`src/rtl/lfsr_pkg.sv`:
```
// Shared definitions for the lfsr_gen sequence source: mode encoding and
// default maximal-length feedback masks.
package lfsr_pkg;

   typedef enum logic {
      FIBONACCI = 1'b0,
      GALOIS    = 1'b1
   } lfsr_mode_e;

   // Bit k of the mask is the polynomial term x^(k+1); all entries are primitive.
   function automatic logic [31:0] default_taps(input int width);
      logic [31:0] taps;
      case (width)
         3:       taps = 32'h0000_0006;
         4:       taps = 32'h0000_000C;
         5:       taps = 32'h0000_0014;
         6:       taps = 32'h0000_0030;
         7:       taps = 32'h0000_0060;
         8:       taps = 32'h0000_00B8;
         9:       taps = 32'h0000_0110;
         10:      taps = 32'h0000_0240;
         11:      taps = 32'h0000_0500;
         12:      taps = 32'h0000_0829;
         13:      taps = 32'h0000_100D;
         14:      taps = 32'h0000_2015;
         15:      taps = 32'h0000_6000;
         16:      taps = 32'h0000_B400;
         17:      taps = 32'h0001_2000;
         18:      taps = 32'h0002_0400;
         19:      taps = 32'h0004_0023;
         20:      taps = 32'h0009_0000;
         21:      taps = 32'h0014_0000;
         22:      taps = 32'h0030_0000;
         23:      taps = 32'h0042_0000;
         24:      taps = 32'h00E1_0000;
         25:      taps = 32'h0120_0000;
         26:      taps = 32'h0200_0023;
         27:      taps = 32'h0400_0013;
         28:      taps = 32'h0900_0000;
         29:      taps = 32'h1400_0000;
         30:      taps = 32'h2000_0029;
         31:      taps = 32'h4800_0000;
         32:      taps = 32'h8020_0003;
         default: taps = 32'h0000_0000;
      endcase
      return taps;
   endfunction

endpackage

```
`src/rtl/lfsr_next.sv`:
```
// Combinational next-state function of the LFSR in either Fibonacci or
// Galois form, plus an all-zero detect for lockup recovery.
module lfsr_next
   import lfsr_pkg::*;
#(
   parameter int WIDTH = 4
) (
   input  logic [WIDTH-1:0] state,
   input  logic [WIDTH-1:0] taps,
   input  logic             mode,
   output logic [WIDTH-1:0] next,
   output logic             is_zero
);

   always_comb begin
      // NOTE: default assignment first so no path through the block leaves next unassigned (no latch).
      next = '0;
      if (lfsr_mode_e'(mode) == GALOIS) begin
         next = {1'b0, state[WIDTH-1:1]} ^ ({WIDTH{state[0]}} & taps);
      end else begin
         next = {state[WIDTH-2:0], ^(state & taps)};
      end
   end

   assign is_zero = (state == '0);

endmodule

```
`src/rtl/lfsr_gen.sv`:
```
// Parametrised LFSR sequence source with seed load, runtime mode select,
// all-zero lockup recovery and period tracking against a reference seed.
module lfsr_gen
   import lfsr_pkg::*;
#(
   parameter int          WIDTH      = 4,
   parameter logic [31:0] TAPS       = 32'd0,
   parameter logic [31:0] RESET_SEED = 32'd1
) (
   input  logic             clk,
   input  logic             reset,
   input  logic             en,
   input  logic             load,
   input  logic [WIDTH-1:0] seed_in,
   input  logic             mode,
   output logic [WIDTH-1:0] out,
   output logic             bit_out,
   output logic [WIDTH-1:0] step_cnt,
   output logic             period_done,
   output logic             lockup
);

   localparam logic [31:0]      TAPS_ALL = (TAPS == 32'd0) ? default_taps(WIDTH) : TAPS;
   localparam logic [WIDTH-1:0] TAPS_EFF = TAPS_ALL[WIDTH-1:0];
   localparam logic [WIDTH-1:0] SEED     = RESET_SEED[WIDTH-1:0];

   if (WIDTH < 3 || WIDTH > 32) begin : g_bad_width
      $error("lfsr_gen: WIDTH must be in 3..32");
   end
   if (SEED == '0) begin : g_bad_seed
      $error("lfsr_gen: RESET_SEED must be nonzero");
   end

   logic [WIDTH-1:0] state;
   logic [WIDTH-1:0] ref_seed;
   logic             mode_q;
   logic [WIDTH-1:0] next;
   logic             is_zero;

   lfsr_next #(.WIDTH(WIDTH)) u_next (
      .state   (state),
      .taps    (TAPS_EFF),
      .mode    (mode_q),
      .next    (next),
      .is_zero (is_zero)
   );

   always_ff @(posedge clk or negedge reset) begin
      if (!reset) begin
         state       <= SEED;
         ref_seed    <= SEED;
         mode_q      <= 1'b0;
         step_cnt    <= '0;
         period_done <= 1'b0;
         lockup      <= 1'b0;
      end else begin
         // NOTE: non-blocking assignments so every register samples pre-edge values.
         period_done <= 1'b0;
         lockup      <= 1'b0;
         if (load) begin
            state    <= seed_in;
            ref_seed <= seed_in;
            step_cnt <= '0;
            mode_q   <= mode;
         end else if (mode != mode_q) begin
            // Resync: the current state becomes the new period reference.
            mode_q   <= mode;
            ref_seed <= state;
            step_cnt <= '0;
         end else if (en) begin
            if (is_zero) begin
               state    <= SEED;
               ref_seed <= SEED;
               step_cnt <= '0;
               lockup   <= 1'b1;
            end else begin
               state <= next;
               if (next == ref_seed) begin
                  step_cnt    <= '0;
                  period_done <= 1'b1;
               end else begin
                  step_cnt <= step_cnt + 1'b1;
               end
            end
         end
      end
   end

   assign out     = state;
   assign bit_out = (lfsr_mode_e'(mode_q) == GALOIS) ? state[0] : state[WIDTH-1];

endmodule

```
`config.mk`:
```
export PLATFORM = sky130hd
export DESIGN_NAME = lfsr_gen
export DESIGN_NICKNAME = d
export VERILOG_FILES = /design/src/rtl/lfsr_pkg.sv /design/src/rtl/lfsr_next.sv /design/src/rtl/lfsr_gen.sv
export SDC_FILE = /design/constraint.sdc
export NUM_CORES = 1
export LEC_CHECK = 0
export BUFFER_PORTS_ARGS = -buffer_cell sky130_fd_sc_hd__buf_2
export CAP_MARGIN = 40
export CORE_MARGIN = 3
export CORE_UTILIZATION = 40
export DETAILED_ROUTE_END_ITERATION = 8
export PLACE_DENSITY = 0.61
export SETUP_SLACK_MARGIN = 0.3
export SYNTH_ARGS = -nofsm -noshare
export SYNTH_HDL_FRONTEND = slang
export SYNTH_HIERARCHICAL = 1
export SYNTH_SLANG_ARGS = --single-unit
```
`constraint.sdc`:
```
create_clock -name clk -period 2.2 [get_ports clk]
set_clock_uncertainty 0.2 [all_clocks]
set_input_delay 0.22 -clock clk [delete_from_list [all_inputs] [get_ports clk]]
set_output_delay 0.22 -clock clk [all_outputs]
set_load 0.01 [all_outputs]
```
After elaboration in Yosys (flattened, before gate mapping):

Cells that the tools add are included.

* $add $sub $neg: 1
* equal/unequal tests: 3
* multiplexer cells: 26
* bitwise gates (word level): 1
* reduce and logical (&&, ||, !) cells: 8

Operators by type and width (number)
* 4-bit two-way mux: 14
* 1-bit two-way mux: 12
* 3-bit nonzero test: 2
* 4-bit by 1-bit adder with 4-bit output (second input constant): 1
* 4-bit == test: 1
* 4-bit logical NOT: 1
* 2-bit AND reduction: 2
* 2-bit nonzero test: 2
* 4-bit XOR reduction: 1
* 3-bit by 4-bit bitwise XOR with 4-bit output: 1
* 2-bit != test (second input constant): 1
* 1-bit != test: 1

* register bits: 15
* bits of input ports: 9
* output and inout bits: 11

Logic depth before layout (Yosys ltp):

Gate-level depths: netlist of the first run.

* depth in word-level cells: 8
* depth in mapped cells: 8
* gate-level depth less buffers: 8

Cells and area by module:

Netlist of the first run, hierarchy kept.

Modules (own cells, without submodules)
* lfsr_gen: times used 1, cells an instance 77, area each 779.5 µm²
* lfsr_next: times used 1, cells an instance 22, area each 123.9 µm²

Least setup slack after synthesis of the first run:

No wires, ideal clock.

* kind: register to register
* start: reg state[1], in the netlist out[1]
* end: reg ref_seed[1]
* arrival: 1.789 ns
* path slack: 0.084 ns
* stages on the path, launching flop included: 5
* buffers on the path: 0
* cell sequence: dfrtp_1 nor4_1 a211oi_2 a222oi_1 inv_1

* longest elaborated chain between the ends: 3
* elaborated cells between the ends (all ways): 5
* those cells by class: 2 x mux; 3 x reduce/logical

RTL lines
* start, declared: line lfsr_gen.sv:34 `logic [WIDTH-1:0] state;`
* start signal, assigned: line lfsr_gen.sv:61 `state <= seed_in;`
* start signal, assigned: line lfsr_gen.sv:77 `state <= next;`
* 4-bit logical NOT: line lfsr_next.sv:25 `assign is_zero = (state == '0);`
* via is_zero: line lfsr_gen.sv:38 `logic is_zero;`
* 3-bit nonzero test (no source line)
* 2-bit AND reduction (no source line)
* end signal, assigned: line lfsr_gen.sv:62 `ref_seed <= seed_in;`
* end signal, assigned: line lfsr_gen.sv:68 `ref_seed <= state;`
* end, declared: line lfsr_gen.sv:35 `logic [WIDTH-1:0] ref_seed;`

The timed path passes the listed nets, and every way through them passes these cells.
A chain may end at the register's enable or synchronous reset.

Worst setup path in the final report of the first run:

* start: reg state[3], in the netlist out[3]
* end: reg step_cnt[3]

* longest elaborated chain between the ends: 8
* elaborated cells between the ends (all ways): 10
* those cells by class: 1 x eq/ne; 6 x mux; 1 x bitwise; 2 x reduce/logical

RTL lines
* 4-bit XOR reduction: line lfsr_next.sv:21 `next = {state[WIDTH-2:0], ^(state & taps)};`
* 4-bit two-way mux: line lfsr_next.sv:18 `if (lfsr_mode_e'(mode) == GALOIS) begin`
* via next[0]: line lfsr_gen.sv:37 `logic [WIDTH-1:0] next;`
* 4-bit == test: line lfsr_gen.sv:78 `if (next == ref_seed) begin`
* 4-bit two-way mux: line lfsr_gen.sv:78
* 4-bit two-way mux: line lfsr_gen.sv:71 `if (is_zero) begin`
* 4-bit two-way mux: line lfsr_gen.sv:70 `end else if (en) begin`
* 4-bit two-way mux: line lfsr_gen.sv:65 `end else if (mode != mode_q) begin`
* 4-bit two-way mux: line lfsr_gen.sv:60 `if (load) begin`
* end signal, assigned: line lfsr_gen.sv:82 `step_cnt <= step_cnt + 1'b1;`
* end, declared: line lfsr_gen.sv:18 `output logic [WIDTH-1:0] step_cnt,`

The timed path passes the listed nets, and every way through them passes these cells. The select of a mux whose other input is x is not followed.

==> flow_summary.ini, run 1 <==
[status]
status = finished clean

[sta]
rsz0062_at_grt = true
report.final.setup_viol = 0
max_freq_ghz = 0.482
worst_slack_ns = 0.125
slew_viol_final = 0
setup_tns_ns = 0
fin_crit_ns = 2.07
hold_viol_final = 0
period_share = 0.943

[route]
drt-total-wl_um = 2070
route.vias.total = 837
drc = 0
post_drt_wl_per_cell_um = 12.5
drt_iter0_markers = 22
first_pass_iters = 4
ant_nets = 0
via_per_inst = 5.04

[global_route]
grt_usage = 0.170
overflow = 0
met2_usage = 0.259
antenna_found_initial = 0
grt_first_pass_wirelength_um = 3440
gr-max-usage-layer = met2
grtUsageMet1 = 0.232
met3_usage = 0.0254
grt_pass1_vias = 766
grt_max_degree = 19

[synthesis]
ys_ff_latch = 15
synth_cell_types = 34
synthArstFlopShare = 1.00
syn-instance-count = 99
syn-cell-area_um2 = 903
yosysSeqAreaShare = 0.418
synth_ff_type = dfrtp_1
synth-edff-count = 0
ys_warn_count = 6
avgSynthCellArea_um2 = 9.12

[critical_path]
endpoint_kind = flip-flop
critPathLaunchType = flip-flop
crit_fanout = 4
cp_num_buf_inv = 0
arrival_ns = 2.04
critPathMaxStageDelay_ns = 0.42
required_ns = 2.16
path_class = flip-flop to flip-flop
crit_top_cell = xnor2_1
critPathSlowestCell = dfrtp_2
crit_family = XOR/XNOR gates
crit_chain = nand2_2, xor2_2, mux2i_1, xnor2_1, xnor2_1, nand4_1, a32oi_1, o31ai_1

[place]
placedInstanceArea_um2 = 1070
place_ws_ns = 0.0989
numPortBuffers = 19
place_congestion = 0.807
dpl.hpwl_um = 1490

[cells_and_area]
final_cell_mix = buf_2 (19), nand2_1 (12), dfrtp_1 (11)
finish.utilization = 0.596
finish.net_count = 150
fin_area_um2 = 1220
final_common_cell = buf_2
synthToLayoutAreaGrowth_pct = 34.6
num_antenna_cells = 0
drive_above_1_share = 0.324

[hold_path]
hold_path.class = input port to flip-flop

[clock_tree]
clockBufferDepth = 2
numCtsBuffers = 3
numClockSinks = 15
cts_max_level = 1
cts_tree = yes
clockRootBuffer = clkbuf_4
clk_pin_slew_ns = 0.09
clk_latency_ns = 0.28

[power_and_ir_drop]
power.density_nw_per_um2 = 588
leakage_nw = 0.582
ir_drop_mv = 0.390

[floorplan]
die_w_um = 53.5
num_rows = 16
die-area_um2 = 2860
start_util = 0.442
fp.dieH_um = 53.5
floorplan.io_pins = 20
core_area_um2 = 2040

[run]
drv_cap = 0
sequential cells by signal, indices dropped and copies added (netlist names):
| signal | count |
|---|---|
| ref_seed | 4 |
| lockup | 1 |
| out | 4 |
| period_done | 1 |
| step_cnt | 4 |
| mode_q | 1 |
metal layers:
| metal | vias to the layer above | share of wire |
|---|---|---|
| li1 | 418 | - |
| met1 | 397 | 0.48 |
| met2 | 20 | 0.47 |
| met3 | 2 | 0.047 |
| met4 | 0 | 0.0048 |
| met5 | - | 0 |
where the power goes:
group	internal [W]	switching [W]
Sequential	0.000302	0.0000211
Clock	0.0000674	0.0000907
Combinational	0.000111	0.000124
synth_stat cells (all sizes together), types with 4 or more instances:
| cell type | count | share of area |
|---|---|---|
| xnor2 | 6 | 0.058 |
| mux2i | 5 | 0.055 |
| o21ai | 8 | 0.044 |
| nand3 | 4 | 0.028 |
| a21oi | 4 | 0.022 |
| nor3 | 4 | 0.028 |
| inv | 7 | 0.029 |
| dfrtp | 13 | 0.36 |
| nand2 | 14 | 0.058 |
metrics by stage:
stage | hold slack [ns] | power (W) | std cells
detailed placement | -0.0579 | 0.000526 | 152
global placement | -0.0611 | 0.000525 | 152
finish | 0.0775 | 0.000716 | 166
floorplan | -0.276 | 0.000463 | 106
CTS | 0.000470 | 0.000716 | 166
global route | 0.0408 | 0.000771 | 166
final timing paths:
check                       startpoint          end  slack, ns  cells past startpoint
setup / recovery                out[3]  step_cnt[3]       0.13                      8
hold / removal                      en  period_done       0.08                      3
setup reg to reg                out[3]  step_cnt[3]       0.13                      8
hold reg to reg            ref_seed[0]  ref_seed[0]       0.29                      2
max in group asynchronous        reset       out[0]       1.35                      2
min in group asynchronous        reset  ref_seed[2]       0.15                      2
cell families after synthesis:
group / Yosys count / synth area share
other: 2 / 0.00831
flip-flops: 15 / 0.418
AND/OR/NAND/NOR: 34 / 0.193
adder cells (fa/ha/maj): 1 / 0.0138
XOR/XNOR: 9 / 0.0873
buffers and inverters: 11 / 0.0540
multiplexers: 6 / 0.0679
AO/OA/AOI/OAI: 21 / 0.158
layout make-up:
| class | instances | area [um^2] |
|---|---|---|
| Fill cell | 195 | 826 |
| Clock buffer | 3 | 22.5 |
| Timing Repair Buffer | 33 | 215 |
| Inverter | 7 | 26.3 |
| Clock inverter | 1 | 5.00 |
| Tap cell | 27 | 33.8 |
| Multi-Input combinational cell | 80 | 533 |
| Sequential cell | 15 | 380 |
worst min-delay path, delay by kind of cell:
family        cells  cell delay [ns]
buf+inv           1             0.15
simple gates      2             0.16
repair_timing:
item	4_1_cts	5_1_grt
hold endpoints to repair	24	0
pin swaps	4	5
gates resized for setup	1	5
endpoints found under the setup margin	4	10
hold buffers	6	0
setup buffers	4	0
Note: power is estimated with default switching activity, not from simulation.
==> run 2, diff against run 1 <==
--- a/config.mk
+++ b/config.mk
@@ -10,9 +10,7 @@
 export CORE_MARGIN = 3
 export CORE_UTILIZATION = 40
 export DETAILED_ROUTE_END_ITERATION = 8
-export PLACE_DENSITY = 0.61
 export SETUP_SLACK_MARGIN = 0.3
 export SYNTH_ARGS = -nofsm -noshare
 export SYNTH_HDL_FRONTEND = slang
-export SYNTH_HIERARCHICAL = 1
 export SYNTH_SLANG_ARGS = --single-unit
==> constraint.sdc (replaced) <==
create_clock -name clk -period 2.3 [get_ports clk]
set_clock_uncertainty 0.2 [all_clocks]
set_input_delay 0.23 -clock clk [delete_from_list [all_inputs] [get_ports clk]]
set_output_delay 0.23 -clock clk [all_outputs]
set_load 0.01 [all_outputs]
==> flow_summary.ini, run 2 <==
[status]
status = finished clean

[floorplan]
num_rows = 17
start_util = 0.439
fp.dieH_um = 56.5
die-area_um2 = 3190
core_area_um2 = 2320
floorplan.io_pins = 20
die_w_um = 56.5

[place]
place_ws_ns = 0.356
place_inst = 144
placedInstanceArea_um2 = 1080
numPortBuffers = 19
place_congestion = 0.821
dpl.hpwl_um = 1740

[run]
drv_cap = 0

[critical_path]
r2r_slack_ns = 0.40
r2r_end = period_done
critPathSlowestCell = dfstp_2
critPathMaxStageDelay_ns = 0.65
endpoint_kind = flip-flop
arrival_ns = 1.87
r2r_cells = 4
path_class = flip-flop to flip-flop
r2r_start = out[0]
required_ns = 2.27
crit_family = flip-flops
cp_num_buf_inv = 0
crit_chain = and2_2, a21oi_1, o311a_2, nor4_1
critPathLaunchType = flip-flop
crit_fanout = 11

[cells_and_area]
final_common_cell = buf_2
fin_area_um2 = 1160
final_cell_mix = buf_2 (19), dfrtp_1 (12), inv_1 (10)
finish.net_count = 138
num_antenna_cells = 0
finalNonFillerCells = 154
synthToLayoutAreaGrowth_pct = 14.3
drive_above_1_share = 0.310

[sta]
tightest_slew_ns = 0.411
report.final.setup_viol = 0
rsz0062_at_grt = false
max_freq_ghz = 0.526
worst_slack_ns = 0.398
max_slew_margin = 0.726
hold_viol_final = 0
fin_crit_ns = 1.90
slew_viol_final = 0
setup_tns_ns = 0
period_share = 0.827

[clock_tree]
clk_latency_ns = 0.28
numCtsBuffers = 3
clockRootBuffer = clkbuf_4
clk_pin_slew_ns = 0.09
cts_tree = yes
clockBufferDepth = 2
numClockSinks = 15
cts_max_level = 1

[synthesis]
syn-instance-count = 105
yosysSeqAreaShare = 0.371
avgSynthCellArea_um2 = 9.70
syn-cell-area_um2 = 1020
synthArstFlopShare = 1.00
synth_area_leaders = dfrtp_1 (32%), buf_6 (5.5%), dfstp_2 (5.2%), a21oi_1 (3.9%), inv_1 (3.7%)
yosysMostFrequentCell = dfrtp_1
synth-edff-count = 0
synth_top_area_share = 0.319
syn-num-nets = 116
synth_cell_types = 40
yosysTopAreaCell = dfrtp_1
synth_ff_type = dfrtp_1
synth_common_cells = dfrtp_1 (13), inv_1 (10), a21oi_1 (8)
ys_warn_count = 0
ys_ff_latch = 15

[route]
drt-total-wl_um = 2350
via_per_inst = 5.77
first_pass_iters = 4
route.vias.total = 888
ant_nets = 0
drt_iter0_markers = 38
drc = 0
post_drt_wl_per_cell_um = 15.3

[global_route]
grt_usage = 0.159
grt_pass1_vias = 868
grt_first_pass_wirelength_um = 4040
antenna_found_initial = 0
overflow = 0
grt_max_degree = 16

[hold_path]
hold_path.class = input port to flip-flop
hold_end = ref_seed[3]
hp-start = seed_in[3]
holdPathStages = 3

[power_and_ir_drop]
power.density_nw_per_um2 = 593
leakage_nw = 0.545
finalPower_w = 0.000690
ir_drop_mv = 0.358
-- run 2: per-layer routing --
layer / vias up / GRT usage / routed length, um
li1: 431 / - / -
met5: - / 0 / 0
met3: 6 / 0.0230 / 143
met2: 34 / 0.244 / 1100
met4: 0 / 0.0610 / 34
met1: 417 / 0.223 / 1080
-- run 2: what timing repair did --
action / 4_1_cts / 5_1_grt
setup buffers: 0 / 3
hold buffers: 3 / 0
hold endpoints to repair: 17 / 0
resized for setup: 0 / 2
setup endpoints to repair: 0 / 7
-- run 2: kinds of logic (layout without fill, tap and decap cells) --
logic type                 after synthesis  in the layout  synth area share
DFF                                     15             15             0.371
AOI/OAI and AO/OA                       31             31             0.220
buffers and inverters                   19             40             0.109
muxes                                    2              2            0.0197
and+or+nand+nor                         33             33             0.211
xor gates and xnor gates                 3              3            0.0442
adders and majority gates                2              2            0.0246
-- run 2: how the worst max path moves through the flow --
stage                      start           to  slack (ns)  depth (start not counted)
after floorplan           out[2]  step_cnt[1]        0.41                          8
after global placement    mode_q  step_cnt[1]        0.36                          5
after detailed placement  mode_q  step_cnt[2]        0.36                          5
after CTS                 out[0]  period_done        0.34                          4
after global routing      out[3]  step_cnt[1]        0.30                          7
final                     out[0]  period_done        0.40                          4
-- run 2: where the power goes --
group          total [W]  internal, W  switching, W
Clock           0.000153    0.0000674     0.0000855
Sequential      0.000323     0.000289     0.0000333
Combinational   0.000214    0.0000964      0.000118
Total           0.000690     0.000453      0.000237
-- run 2: final cells by class --
cell class,instances,area [um^2]
inverter,10,37.5
tap,28,35.0
multi-input combinational,71,531
timing repair buffer,26,155
sequential,15,379
clock buffer,4,26.3
fill,220,1150
-- run 2: tightest hold or removal path, delay by kind of cell --
kind / cells / cell delay (ns)
compound gates: 1 / 0.09
buf+inv: 2 / 0.15
-- run 2: through the flow --
| step | utilization | hold WS [ns] |
|---|---|---|
| global placement | 0.467 | -0.0505 |
| floorplan | - | -0.266 |
| global route | 0.502 | 0.0122 |
| CTS | 0.491 | 0.0129 |
| finish | 0.502 | 0.0187 |
| detailed placement | 0.467 | -0.0443 |
==> run 3, diff against run 2 <==
==> constraint.sdc (replaced) <==
create_clock -name clk -period 1.7 [get_ports clk]
set_clock_uncertainty 0.2 [all_clocks]
set_input_delay 0.17 -clock clk [delete_from_list [all_inputs] [get_ports clk]]
set_output_delay 0.17 -clock clk [all_outputs]
set_load 0.01 [all_outputs]
==> flow_summary.ini, run 3 (same netlist as run 2, synthesis figures left out) <==
[cells_and_area]
fillers = 190
finalNonFillerCells = 176
finish.utilization = 0.655
synthToLayoutAreaGrowth_pct = 49.0
final_cell_mix = buf_2 (18), buf_4 (17), dfrtp_1 (12)
finish.net_count = 160
final_common_cell = buf_2
drive_above_1_share = 0.541
num_antenna_cells = 0

[run]
drv_cap = 0

[floorplan]
start_util = 0.439
fp.dieH_um = 56.5
core_area_um2 = 2320
floorplan.io_pins = 20
die-area_um2 = 3190
num_rows = 17
die_w_um = 56.5

[sta]
hold_viol_final = 0
max_freq_ghz = 0.554
rsz0062_at_grt = true
slew_viol_final = 0
tightest_slew_ns = 0.352
period_share = 1.06
report.final.setup_viol = 11
max_slew_margin = 0.765
worst_slack_ns = -0.105
fin_crit_ns = 1.81

[power_and_ir_drop]
leakage_nw = 0.679
clkPwrFrac = 0.194
p_sw_w = 0.000396
power.density_nw_per_um2 = 734
combPwrFrac = 0.424
netSwitchingFraction = 0.355
ir_drop_mv = 0.519
seqPwrFrac = 0.382
finalPower_w = 0.00111
power.internal_w = 0.000718

[critical_path]
arrival_ns = 1.82
critPathLaunchType = flip-flop
crit_start = out[0]
r2r_start = out[0]
path_class = flip-flop to flip-flop
r2r_end = step_cnt[1]
crit_fanout = 6
r2r_slack_ns = -0.11
r2r_cells = 6
endpoint_kind = flip-flop
required_ns = 1.72

[global_route]
grt_pass1_vias = 960
overflow = 0
antenna_found_initial = 0
grt_first_pass_wirelength_um = 4530
grt_max_degree = 16
grt_usage = 0.182

[route]
wl_met2_um = 1350
post_drt_wl_per_cell_um = 16.0
via_per_inst = 5.52
drt_iter0_markers = 32
routed.top_layer = met4
route.met3.wl_um = 160
drt-total-wl_um = 2820
ant_nets = 0
route.vias.total = 972
first_pass_iters = 5
wl_met1_um = 1250
drc = 0

[hold_path]
hold_end = lockup
holdPathStages = 3
hold_path.class = input port to flip-flop
hp-start = en

[clock_tree]
cts_max_level = 1
cts_tree = yes
numCtsBuffers = 3
clockRootBuffer = clkbuf_4
clk_latency_ns = 0.29
numClockSinks = 15
clockBufferDepth = 2
clk_pin_slew_ns = 0.10

[status]
violations = negative setup slack
status = finished, violations left

[place]
place_congestion = 0.870
place_ws_ns = -0.0965
place_inst = 160
dpl.hpwl_um = 1880
numPortBuffers = 19
run 3: power by group through the flow:
stage	clock network (W)	logic [W]	registers, W
final	0.000216	0.000472	0.000426
after global placement	0	0.000358	0.000427
after CTS	0.000224	0.000409	0.000424
after floorplan	0	0.000234	0.000433
after detailed placement	0	0.000362	0.000428
after global routing	0.000242	0.000507	0.000432
run 3: how the worst max path moves through the flow:
stage / to / slack, ns / depth (start not counted)
floorplan: step_cnt[1] / -0.12 / 8
global placement: out[2] / -0.09 / 6
detailed placement: step_cnt[1] / -0.1 / 7
CTS: step_cnt[1] / -0.09 / 6
global route: step_cnt[1] / -0.18 / 6
finish: step_cnt[1] / -0.11 / 6
run 3: final cells by class:
type | instances | area, um^2 | area share
Multi-Input combinational cell | 71 | 673 | 0.444
Sequential cell | 15 | 379 | 0.250
Timing Repair Buffer | 48 | 367 | 0.242
Inverter | 10 | 37.5 | 0.0247
Tap cell | 28 | 35.0 | 0.0231
Clock buffer | 4 | 26.3 | 0.0173
run 3: metrics by stage:
stage	cell area, um^2	TNS [ns]	hold WS (ns)
2_1_floorplan	1060	-0.526	-0.326
3_3_place_gp	1250	-0.351	-0.0970
4_1_cts	1410	-0.354	0.0368
6_report	1520	-0.501	0.0697
3_5_place_dp	1250	-0.396	-0.0974
5_1_grt	1520	-1.45	0.0750
run 3: worst max-delay path, cell delays in order (launching register included):
cell and delay, ns:
dfstp_2 0.61, buf_6 0.12, and4bb_1 0.18, o21ai_2 0.13, o311a_4 0.24, o2111ai_2 0.10, a21oi_1 0.15
run 3: metal layers:
layer | track usage | up-vias
met5 | 0 | -
met4 | 0.0915 | 0
met3 | 0.0253 | 4
met2 | 0.276 | 35
met1 | 0.249 | 458
li1 | - | 475
run 3: timing repair:
item / in CTS / in global routing
hold endpoints to repair: 22 / 0
setup endpoints to repair: 17 / 18
buffers inserted: 3 / 4
hold buffers: 5 / 0
gates resized for setup: 19 / 13
pin swaps: 4 / 3
